**src/rtl/pump_seq_ctrl.sv**
```systemverilog
// rtl/pump_seq_ctrl.sv - multi-channel 3-valve peristaltic pump phase sequencer
module pump_seq_ctrl #(
    parameter int NUM_PUMPS = 4,
    parameter int PHASE_W   = 16,
    parameter int STROKE_W  = 16,
    localparam int PUMP_W   = (NUM_PUMPS > 1) ? $clog2(NUM_PUMPS) : 1
) (
    input  logic                 clk,
    input  logic                 rst,
    input  logic                 cmd_valid,
    output logic                 cmd_ready,
    input  logic [PUMP_W-1:0]    cmd_pump,
    input  logic                 cmd_dir,
    input  logic [STROKE_W-1:0]  cmd_strokes,
    input  logic [PHASE_W-1:0]   cmd_phase,
    input  logic [NUM_PUMPS-1:0] abort,
    output logic [NUM_PUMPS-1:0] out_air_valve1,
    output logic [NUM_PUMPS-1:0] out_air_dc,
    output logic [NUM_PUMPS-1:0] out_air_valve2,
    output logic [NUM_PUMPS-1:0] busy,
    output logic [NUM_PUMPS-1:0] done
);

    typedef enum logic {IDLE = 1'b0, RUN = 1'b1} state_e;

    logic [NUM_PUMPS-1:0] ready_vec;

    // At most one channel matches cmd_pump, so the OR is that channel's readiness;
    // an out-of-range index matches nothing and leaves cmd_ready low.
    assign cmd_ready = |ready_vec;

    for (genvar g = 0; g < NUM_PUMPS; g++) begin : g_ch
        state_e                state_q,   state_d;
        logic                  dir_q,     dir_d;
        logic [STROKE_W-1:0]   strokes_q, strokes_d;
        logic [PHASE_W-1:0]    plen_q,    plen_d;
        logic [PHASE_W-1:0]    pcnt_q,    pcnt_d;
        logic [2:0]            step_q,    step_d;
        logic                  done_q,    done_d;
        logic                  sel;
        logic                  accept;
        logic [2:0]            phase_idx;
        logic [2:0]            valves;

        assign sel          = (cmd_pump == PUMP_W'(g));
        assign ready_vec[g] = sel && (state_q == IDLE) && !abort[g];
        assign accept       = cmd_valid && ready_vec[g];

        // State register: reset drops every channel to IDLE with counters cleared.
        always_ff @(posedge clk) begin
            if (rst) begin
                state_q   <= IDLE;
                dir_q     <= 1'b0;
                strokes_q <= '0;
                plen_q    <= '0;
                pcnt_q    <= '0;
                step_q    <= '0;
                done_q    <= 1'b0;
            end else begin
                state_q   <= state_d;
                dir_q     <= dir_d;
                strokes_q <= strokes_d;
                plen_q    <= plen_d;
                pcnt_q    <= pcnt_d;
                step_q    <= step_d;
                done_q    <= done_d;
            end
        end

        // Next state: abort wins, then phase/stroke sequencing, then command accept.
        always_comb begin
            state_d   = state_q;
            dir_d     = dir_q;
            strokes_d = strokes_q;
            plen_d    = plen_q;
            pcnt_d    = pcnt_q;
            step_d    = step_q;
            done_d    = 1'b0;
            if (abort[g]) begin
                state_d = IDLE;
            end else if (state_q == RUN) begin
                if (pcnt_q == plen_q - PHASE_W'(1)) begin
                    pcnt_d = '0;
                    if (step_q == 3'd5) begin
                        step_d = 3'd0;
                        if (strokes_q == STROKE_W'(1)) begin
                            state_d   = IDLE;
                            strokes_d = '0;
                            done_d    = 1'b1;
                        end else begin
                            strokes_d = strokes_q - STROKE_W'(1);
                        end
                    end else begin
                        step_d = step_q + 3'd1;
                    end
                end else begin
                    pcnt_d = pcnt_q + PHASE_W'(1);
                end
            end else if (accept) begin
                dir_d     = cmd_dir;
                strokes_d = cmd_strokes;
                plen_d    = (cmd_phase == '0) ? PHASE_W'(1) : cmd_phase;
                pcnt_d    = '0;
                step_d    = 3'd0;
                if (cmd_strokes == '0) begin
                    done_d = 1'b1;
                end else begin
                    state_d = RUN;
                end
            end
        end

        // Outputs: step counts in run order; reverse walks the same table backwards.
        always_comb begin
            phase_idx = dir_q ? (3'd5 - step_q) : step_q;
            valves    = 3'b111;
            if (state_q == RUN) begin
                case (phase_idx)
                    3'd0:    valves = 3'b100;
                    3'd1:    valves = 3'b110;
                    3'd2:    valves = 3'b010;
                    3'd3:    valves = 3'b011;
                    3'd4:    valves = 3'b001;
                    3'd5:    valves = 3'b101;
                    default: valves = 3'b111;
                endcase
            end
        end

        assign out_air_valve1[g] = valves[2];
        assign out_air_dc[g]     = valves[1];
        assign out_air_valve2[g] = valves[0];
        assign busy[g]           = (state_q == RUN);
        assign done[g]           = done_q;
    end

endmodule

```
**config.mk**
```make
export PLATFORM = sky130hd
export DESIGN_NAME = pump_seq_ctrl
export DESIGN_NICKNAME = d
export VERILOG_FILES = /design/src/rtl/pump_seq_ctrl.sv
export SDC_FILE = /design/constraint.sdc
export NUM_CORES = 1
export LEC_CHECK = 0
export ABC_AREA = 1
export BUFFER_PORTS_ARGS = -buffer_cell sky130_fd_sc_hd__buf_2
export CAP_MARGIN = 10
export CORE_ASPECT_RATIO = 0.9
export CORE_MARGIN = 2
export CORE_UTILIZATION = 45
export DETAILED_ROUTE_END_ITERATION = 10
export SYNTH_ARGS = -nofsm -noshare
export SYNTH_HDL_FRONTEND = slang
export SYNTH_SLANG_ARGS = --single-unit
```
**constraint.sdc**
```tcl
create_clock -name clk -period 3.1 [get_ports clk]
set_input_delay 0.465 -clock clk [delete_from_list [all_inputs] [get_ports clk]]
set_output_delay 0.465 -clock clk [all_outputs]
set_load 0.01 [all_outputs]
```
==> reports/qor.yml, run 1 <==
status: "complete, no violations"
numCtsBuffers: 27
ys_types: 46
viasPerCell: 5.21
grt_pass1_wl_um: 65600
timing.critical_path.mode_cell: "nand2_1"
drt_pass1_iterations: 6
rrSetupSlack_ps: 370
power.density_nw_per_um2: 468
worstHoldEndpoint: "g_ch[0].plen_q[6]$_SDFFE_PP0P_"
required_ps: 3510
clk_pin_slew_ps: 60
clockRootBuffer: "clkbuf_16"
period_share: 0.880
final_cell_count_no_fill: 2669
power.leakage_uw: 0.00722
place_hpwl_um: 30200
die_area_sq_um: 32500
drcViolationCount: 0
async_flop_share: 0
worstHoldStart: "cmd_phase[6]"
die_w_um: 190
crit_type: "reg2reg"
min_path_type: "in2reg"
rows: 61
ctsHtreeMaxLevel: 1
cts_setup_buffers: 0
core_area_sq_um: 30800
cts_tree: "built"
synth_fp_nets: 2268
ys.flop_type: "dfxtp_1"
slew_violations: 0
cp-end-kind: "flop"
r2r_end: "g_ch[1].pcnt_q[12]$_SDFFE_PP0P_"
worst_pin_slew_ps: 932
synth_most_common_cell: "nand2_1"
crit_arrival_ps: 3140
ys_seq_area_frac: 0.310
portBuffers: 62
peakVddDrop_uv: 384
via_count: 13900
dpl-instance-area_sq_um: 14700
cp_slowest_cell: "o21ai_2"
ant_nets: 0
syn_inst: 2194
gp_congestion: 0.925
clkSinkCount: 216
synth_area_sq_um: 14000
drt_wl_total_um: 41200
max_slew_margin: 0.373
tns_ps: 0
critPathMaxFanout: 13
overflow: 0
fmax_mhz: 367
cp_num_buf_inv: 1
postSynthAreaPerCell_sq_um: 6.37
setup_viol: 0
cts_buffer_depth: 3
fin_crit_ps: 2730
synthTopCellsByArea: "dfxtp_1 (31%), nand2_1 (14%), nor2_1 (9.2%)"
ioPinCount: 63
r2r_start: "g_ch[1].plen_q[0]$_SDFFE_PP0P_"
final_nets: 2314
whs_path_depth: 3
yosys-top-cells-count: "nand2_1 (503), nor2_1 (343), inv_1 (276)"
crit_chain: "inv_1 -> ha_1 -> nand2_1 -> nor2_1 -> xnor3_1 -> nor2_1 -> nand3_1 -> o21ai_2 -> nand2_1 -> nand2_1 -> nor3_1"
synth_edf_count: 0
clkLatencyLatePin_ps: 540
post_drt_wl_per_cell_um: 15.4
ctsResizeCount: 0
grt_max_degree: 48
area_delta_synth_final_pct: 11.2
ys_ff_latch: 216
max_stage_delay_ps: 400
synth_top_cell_by_area: "dfxtp_1"
start_util: 0.454
drv_cap: 0
rr_worst_depth: 11
synth_top_area_frac: 0.310
crit_family: "simple AND/OR/NAND/NOR gates"
skew_ps: 10.3
grt_pass1_vias: 12600
holdBufCountCts: 0
fin_area_sq_um: 15500
drt_iter0_markers: 973
hold_violations: 0
layout-drive-gt1-share: 0.0722
rsz0062_at_grt: "no"
startpoint_type: "flop"
dp.cells: 2620
grtUsageTotal: 0.251
die_y_um: 171
yosysWarningCount: 0
antenna_found_initial: 2
[worst max path at each step]
stage	start	endpoint	slack [ps]	depth (start not counted)
2_1_floorplan	g_ch[0].plen_q[0]$_SDFFE_PP0P_	g_ch[0].strokes_q[0]$_SDFFE_PP0P_	980	16
3_3_place_gp	cmd_pump[1]	g_ch[1].step_q[1]$_SDFFE_PP0P_	380	12
6_report	g_ch[1].plen_q[0]$_SDFFE_PP0P_	g_ch[1].pcnt_q[12]$_SDFFE_PP0P_	370	11
5_1_grt	g_ch[3].plen_q[0]$_SDFFE_PP0P_	g_ch[3].pcnt_q[5]$_SDFFE_PP0P_	60	15
3_5_place_dp	g_ch[1].plen_q[0]$_SDFFE_PP0P_	g_ch[1].pcnt_q[12]$_SDFFE_PP0P_	360	11
4_1_cts	g_ch[1].plen_q[0]$_SDFFE_PP0P_	g_ch[1].pcnt_q[12]$_SDFFE_PP0P_	330	11
[cell type report]
type,instances,area (sq um)
well taps,409,512
flip-flops and latches,216,4320
repair buffers,89,526
clock inverters,9,72.6
diodes,1,2.50
fillers,3150,15200
multi-input cells,1627,8260
clock buffers,39,781
inverters,279,1050
[report_power, final]
group	leakage, uW	switching [uW]	total (uW)	internal, uW
Clock	0.000425	1250	3070	1820
Combinational	0.00505	828	1270	442
Sequential	0.00175	79.3	2930	2850
Total	0.00722	2160	7260	5110
[tightest hold or removal path, cell delays in order]
cell and delay [ps]:
buf_2 90, inv_1 90, a21oi_1 130
[kinds of logic after synthesis]
logic type,Yosys count,synth area share
buffers and inverters,351,0.0998
and+or+nand+nor,1130,0.344
DFF,216,0.310
adders and majority gates,32,0.0287
AOI/OAI and AO/OA,324,0.128
xor gates and xnor gates,141,0.0904
[per-stage QoR]
stage                util  hold WS [ps]  setup slack [ps]  total power (uW)
finish              0.505           274               374              7260
global route        0.505           256              61.8              7630
CTS                 0.504           249               335              7310
detailed placement  0.477           474               357              4240
global placement    0.477           465               381              4220
floorplan               -           448               980              3920
[metal layers]
layer / GRT usage / wire length (um) / vias to the layer above
met3: 0.0449 / 2680 / 64
li1: - / - / 7160
met2: 0.410 / 18200 / 353
met5: 0 / 12 / -
met1: 0.344 / 19500 / 6326
met4: 0.0590 / 894 / 2
[cells in the final DEF, fill, tap and decap left out, drive strengths merged, types with 8 or more instances in the layout]
master  instances
nand4          49
a21oi         132
clkinv          8
dfxtp         216
nor4           17
or2             8
o22ai          20
nand3         124
clkbuf         39
buf            89
nand2         506
inv           278
nor3           48
nor2          352
nand3b         20
a22oi          27
xnor2          45
o21ai         129
xor2           94
ha             32
[registers in the layout, indices dropped and copies added (netlist names)]
name,cells
g_ch.done_q,4
g_ch.plen_q,64
g_ch.strokes_q,64
g_ch.state_q,4
g_ch.pcnt_q,64
g_ch.dir_q,4
g_ch.step_q,12
Power figures use the tool's default switching activity.
==> run 2, diff against run 1 <==
==> constraint.sdc (replaced) <==
create_clock -name clk -period 2.6 [get_ports clk]
set_input_delay 0.39 -clock clk [delete_from_list [all_inputs] [get_ports clk]]
set_output_delay 0.39 -clock clk [all_outputs]
set_load 0.01 [all_outputs]
==> reports/qor.yml, run 2 (same netlist as run 1, synthesis figures left out) <==
status: "complete, no violations"  # unchanged
cp_slowest_cell: "dfxtp_1"  # was o21ai_2
crit_chain: "inv_1 -> ha_1 -> nand2_1 -> o21ai_0 -> inv_1 -> nand2_1 -> o211ai_1 -> buf_2"  # was inv_1 -> ha_1 -> nand2_1 -> nor2_1 -> xnor3_1 -> nor2_1 -> nand3_1 -> o21ai_2 -> nand2_1 -> nand2_1 -> nor3_1
clkSinkCount: 216  # unchanged
rr_worst_depth: 14  # was 11
cts_tree: "built"  # unchanged
drcViolationCount: 0  # unchanged
clockRootBuffer: "clkbuf_16"  # unchanged
rsz0062_at_grt: "no"  # unchanged
max_stage_delay_ps: 430  # was 400 ps
crit_family: "flip-flops"  # was simple AND/OR/NAND/NOR gates
drt_iter0_markers: 965  # was 973
final_nets: 2326  # was 2,314
period_share: 0.964
worst_pin_slew_ps: 669  # was 932 ps
numCtsBuffers: 26  # was 27
place_hpwl_um: 30400  # was 30,200 um
post_drt_wl_per_cell_um: 15.4  # about the same
fin_crit_ps: 2510
required_ps: 2210  # was 3510 ps
fmax_mhz: 399
crit_start: "g_ch[1].step_q[2]$_SDFFE_PP0P_"  # was g_ch[1].plen_q[0]$_SDFFE_PP0P_
insertedDiodeCount: 0  # was 1
cts_setup_buffers: 0  # unchanged
grt_max_degree: 55  # was 48
setup_slack_ps: 93.9  # was 374 ps
drt_pass1_iterations: 6  # unchanged
cp-end-kind: "primary output"  # was flop
slew_violations: 0  # unchanged
ioPinCount: 63  # unchanged
start_util: 0.454  # unchanged
crit_path_end: "out_air_valve2[1]"  # was g_ch[1].pcnt_q[12]$_SDFFE_PP0P_
grt_pass1_wl_um: 66400  # was 65,600 um
rrSetupSlack_ps: 240  # was 370 ps
r2r_end: "g_ch[1].strokes_q[0]$_SDFFE_PP0P_"  # was g_ch[1].pcnt_q[12]$_SDFFE_PP0P_
largestRegisters: "g_ch.pcnt_q: 64 flops, g_ch.plen_q: 64 flops, g_ch.strokes_q: 64 flops"  # unchanged
power.density_nw_per_um2: 575  # was 468 nW/um^2
cts_buffer_depth: 3  # unchanged
peakVddDrop_uv: 528  # was 384 uV
ant_nets: 0  # unchanged
hold_violations: 0  # unchanged
dp_slack_ps: 77.9  # was 357 ps
max_slew_margin: 0.553  # was 0.373
cp_num_buf_inv: 3  # was 1
startpoint_type: "flop"  # unchanged
setup_viol: 0  # unchanged
clk_pin_slew_ps: 60  # about the same
rows: 61  # unchanged
r2r_start: "g_ch[1].plen_q[0]$_SDFFE_PP0P_"  # unchanged
power.leakage_uw: 0.00733  # was 0.00722 uW
grt_pass1_vias: 12900  # was 12,600
skew_ps: 25.3  # was 10.3 ps
via_count: 14000  # was 13,900
die_area_sq_um: 32500  # unchanged
crit_type: "reg2out"  # was reg2reg
clkLatencyLatePin_ps: 550  # was 540 ps
fillers: 3159  # was 3,150
drt_wl_total_um: 41300  # was 41,200 um
layout-drive-gt1-share: 0.0836  # was 0.0722
ctsHtreeMaxLevel: 1  # unchanged
area_delta_synth_final_pct: 13.2  # was 11.2%
tns_ps: 0  # unchanged
overflow: 0  # unchanged
die_w_um: 190  # unchanged
gp_congestion: 0.865  # was 0.925
portBuffers: 62  # unchanged
die_y_um: 171  # unchanged
drv_cap: 0  # unchanged
viasPerCell: 5.23  # was 5.21
critPathMaxFanout: 5  # was 13
antenna_found_initial: 1  # was 2
min_path_type: "in2reg"  # unchanged
layout_common_cells: "nand2_1 (499), nor2_1 (337), inv_1 (275)"  # was nand2_1 (503), nor2_1 (343), inv_1 (275)
grtUsageTotal: 0.253  # was 0.251
path_depth: 8  # was 11
core_area_sq_um: 30800  # unchanged
final_common_cell: "nand2_1"  # unchanged
crit_arrival_ps: 2120  # was 3140 ps
==> run 2: what timing repair did <==
item                                    CTS  global route
endpoints found under the hold margin     0             0
resized for setup                         0            18
hold buffers                              0             0
endpoints found under the setup margin    0           106
==> run 2: metrics by stage <==
step / total power [uW] / cells / area, sq um / util / hold slack (ps)
after CTS: 9140 / 2680 / 15700 / 0.512 / 186
after floorplan: 4670 / 2194 / 14000 / - / 448
after global placement: 5050 / 2632 / 14800 / 0.480 / 462
final: 9090 / 2681 / 15800 / 0.514 / 197
after global routing: 9530 / 2681 / 15800 / 0.514 / 198
after detailed placement: 5080 / 2632 / 14800 / 0.480 / 467
==> run 2: worst min-delay path, cell delays in order <==
cell and delay [ps]:
buf_2 160, nand2_1 80, a21oi_1 50
==> run 2: where the power goes <==
group          internal [uW]  leakage, uW  switching (uW)
combinational            545      0.00512            1010
clock                   2520     0.000461            1530
sequential              3400      0.00175            96.1
total                   6460      0.00733            2630
==> run 2: final cells by class <==
type | count | area (sq um) | area share
tap | 409 | 512 | 0.0324
inverter | 279 | 1050 | 0.0664
multi-input combinational | 1628 | 8320 | 0.526
clock inverter | 15 | 225 | 0.0142
clock buffer | 33 | 738 | 0.0467
timing repair buffer | 101 | 641 | 0.0405
sequential | 216 | 4320 | 0.274
==> run 2: worst min-delay path by stage <==
stage / from / end / slack (ps) / cells after the start
after floorplan: g_ch[1].plen_q[1]$_SDFFE_PP0P_ / g_ch[1].plen_q[1]$_SDFFE_PP0P_ / 450 / 2
after global placement: g_ch[1].plen_q[1]$_SDFFE_PP0P_ / g_ch[1].plen_q[1]$_SDFFE_PP0P_ / 460 / 2
after detailed placement: g_ch[1].plen_q[1]$_SDFFE_PP0P_ / g_ch[1].plen_q[1]$_SDFFE_PP0P_ / 470 / 2
after CTS: cmd_dir / g_ch[2].dir_q$_SDFFE_PP0P_ / 190 / 3
after global routing: cmd_dir / g_ch[2].dir_q$_SDFFE_PP0P_ / 200 / 3
final: cmd_dir / g_ch[2].dir_q$_SDFFE_PP0P_ / 200 / 3
==> run 2: layer usage <==
metal / global-route usage / wire length, um / vias to the layer above
met2: 0.415 / 18300 / 314
met5: 0 / 13 / -
met4: 0.0694 / 1160 / 2
met3: 0.0275 / 2050 / 76
met1: 0.352 / 19800 / 6450
li1: - / - / 7169
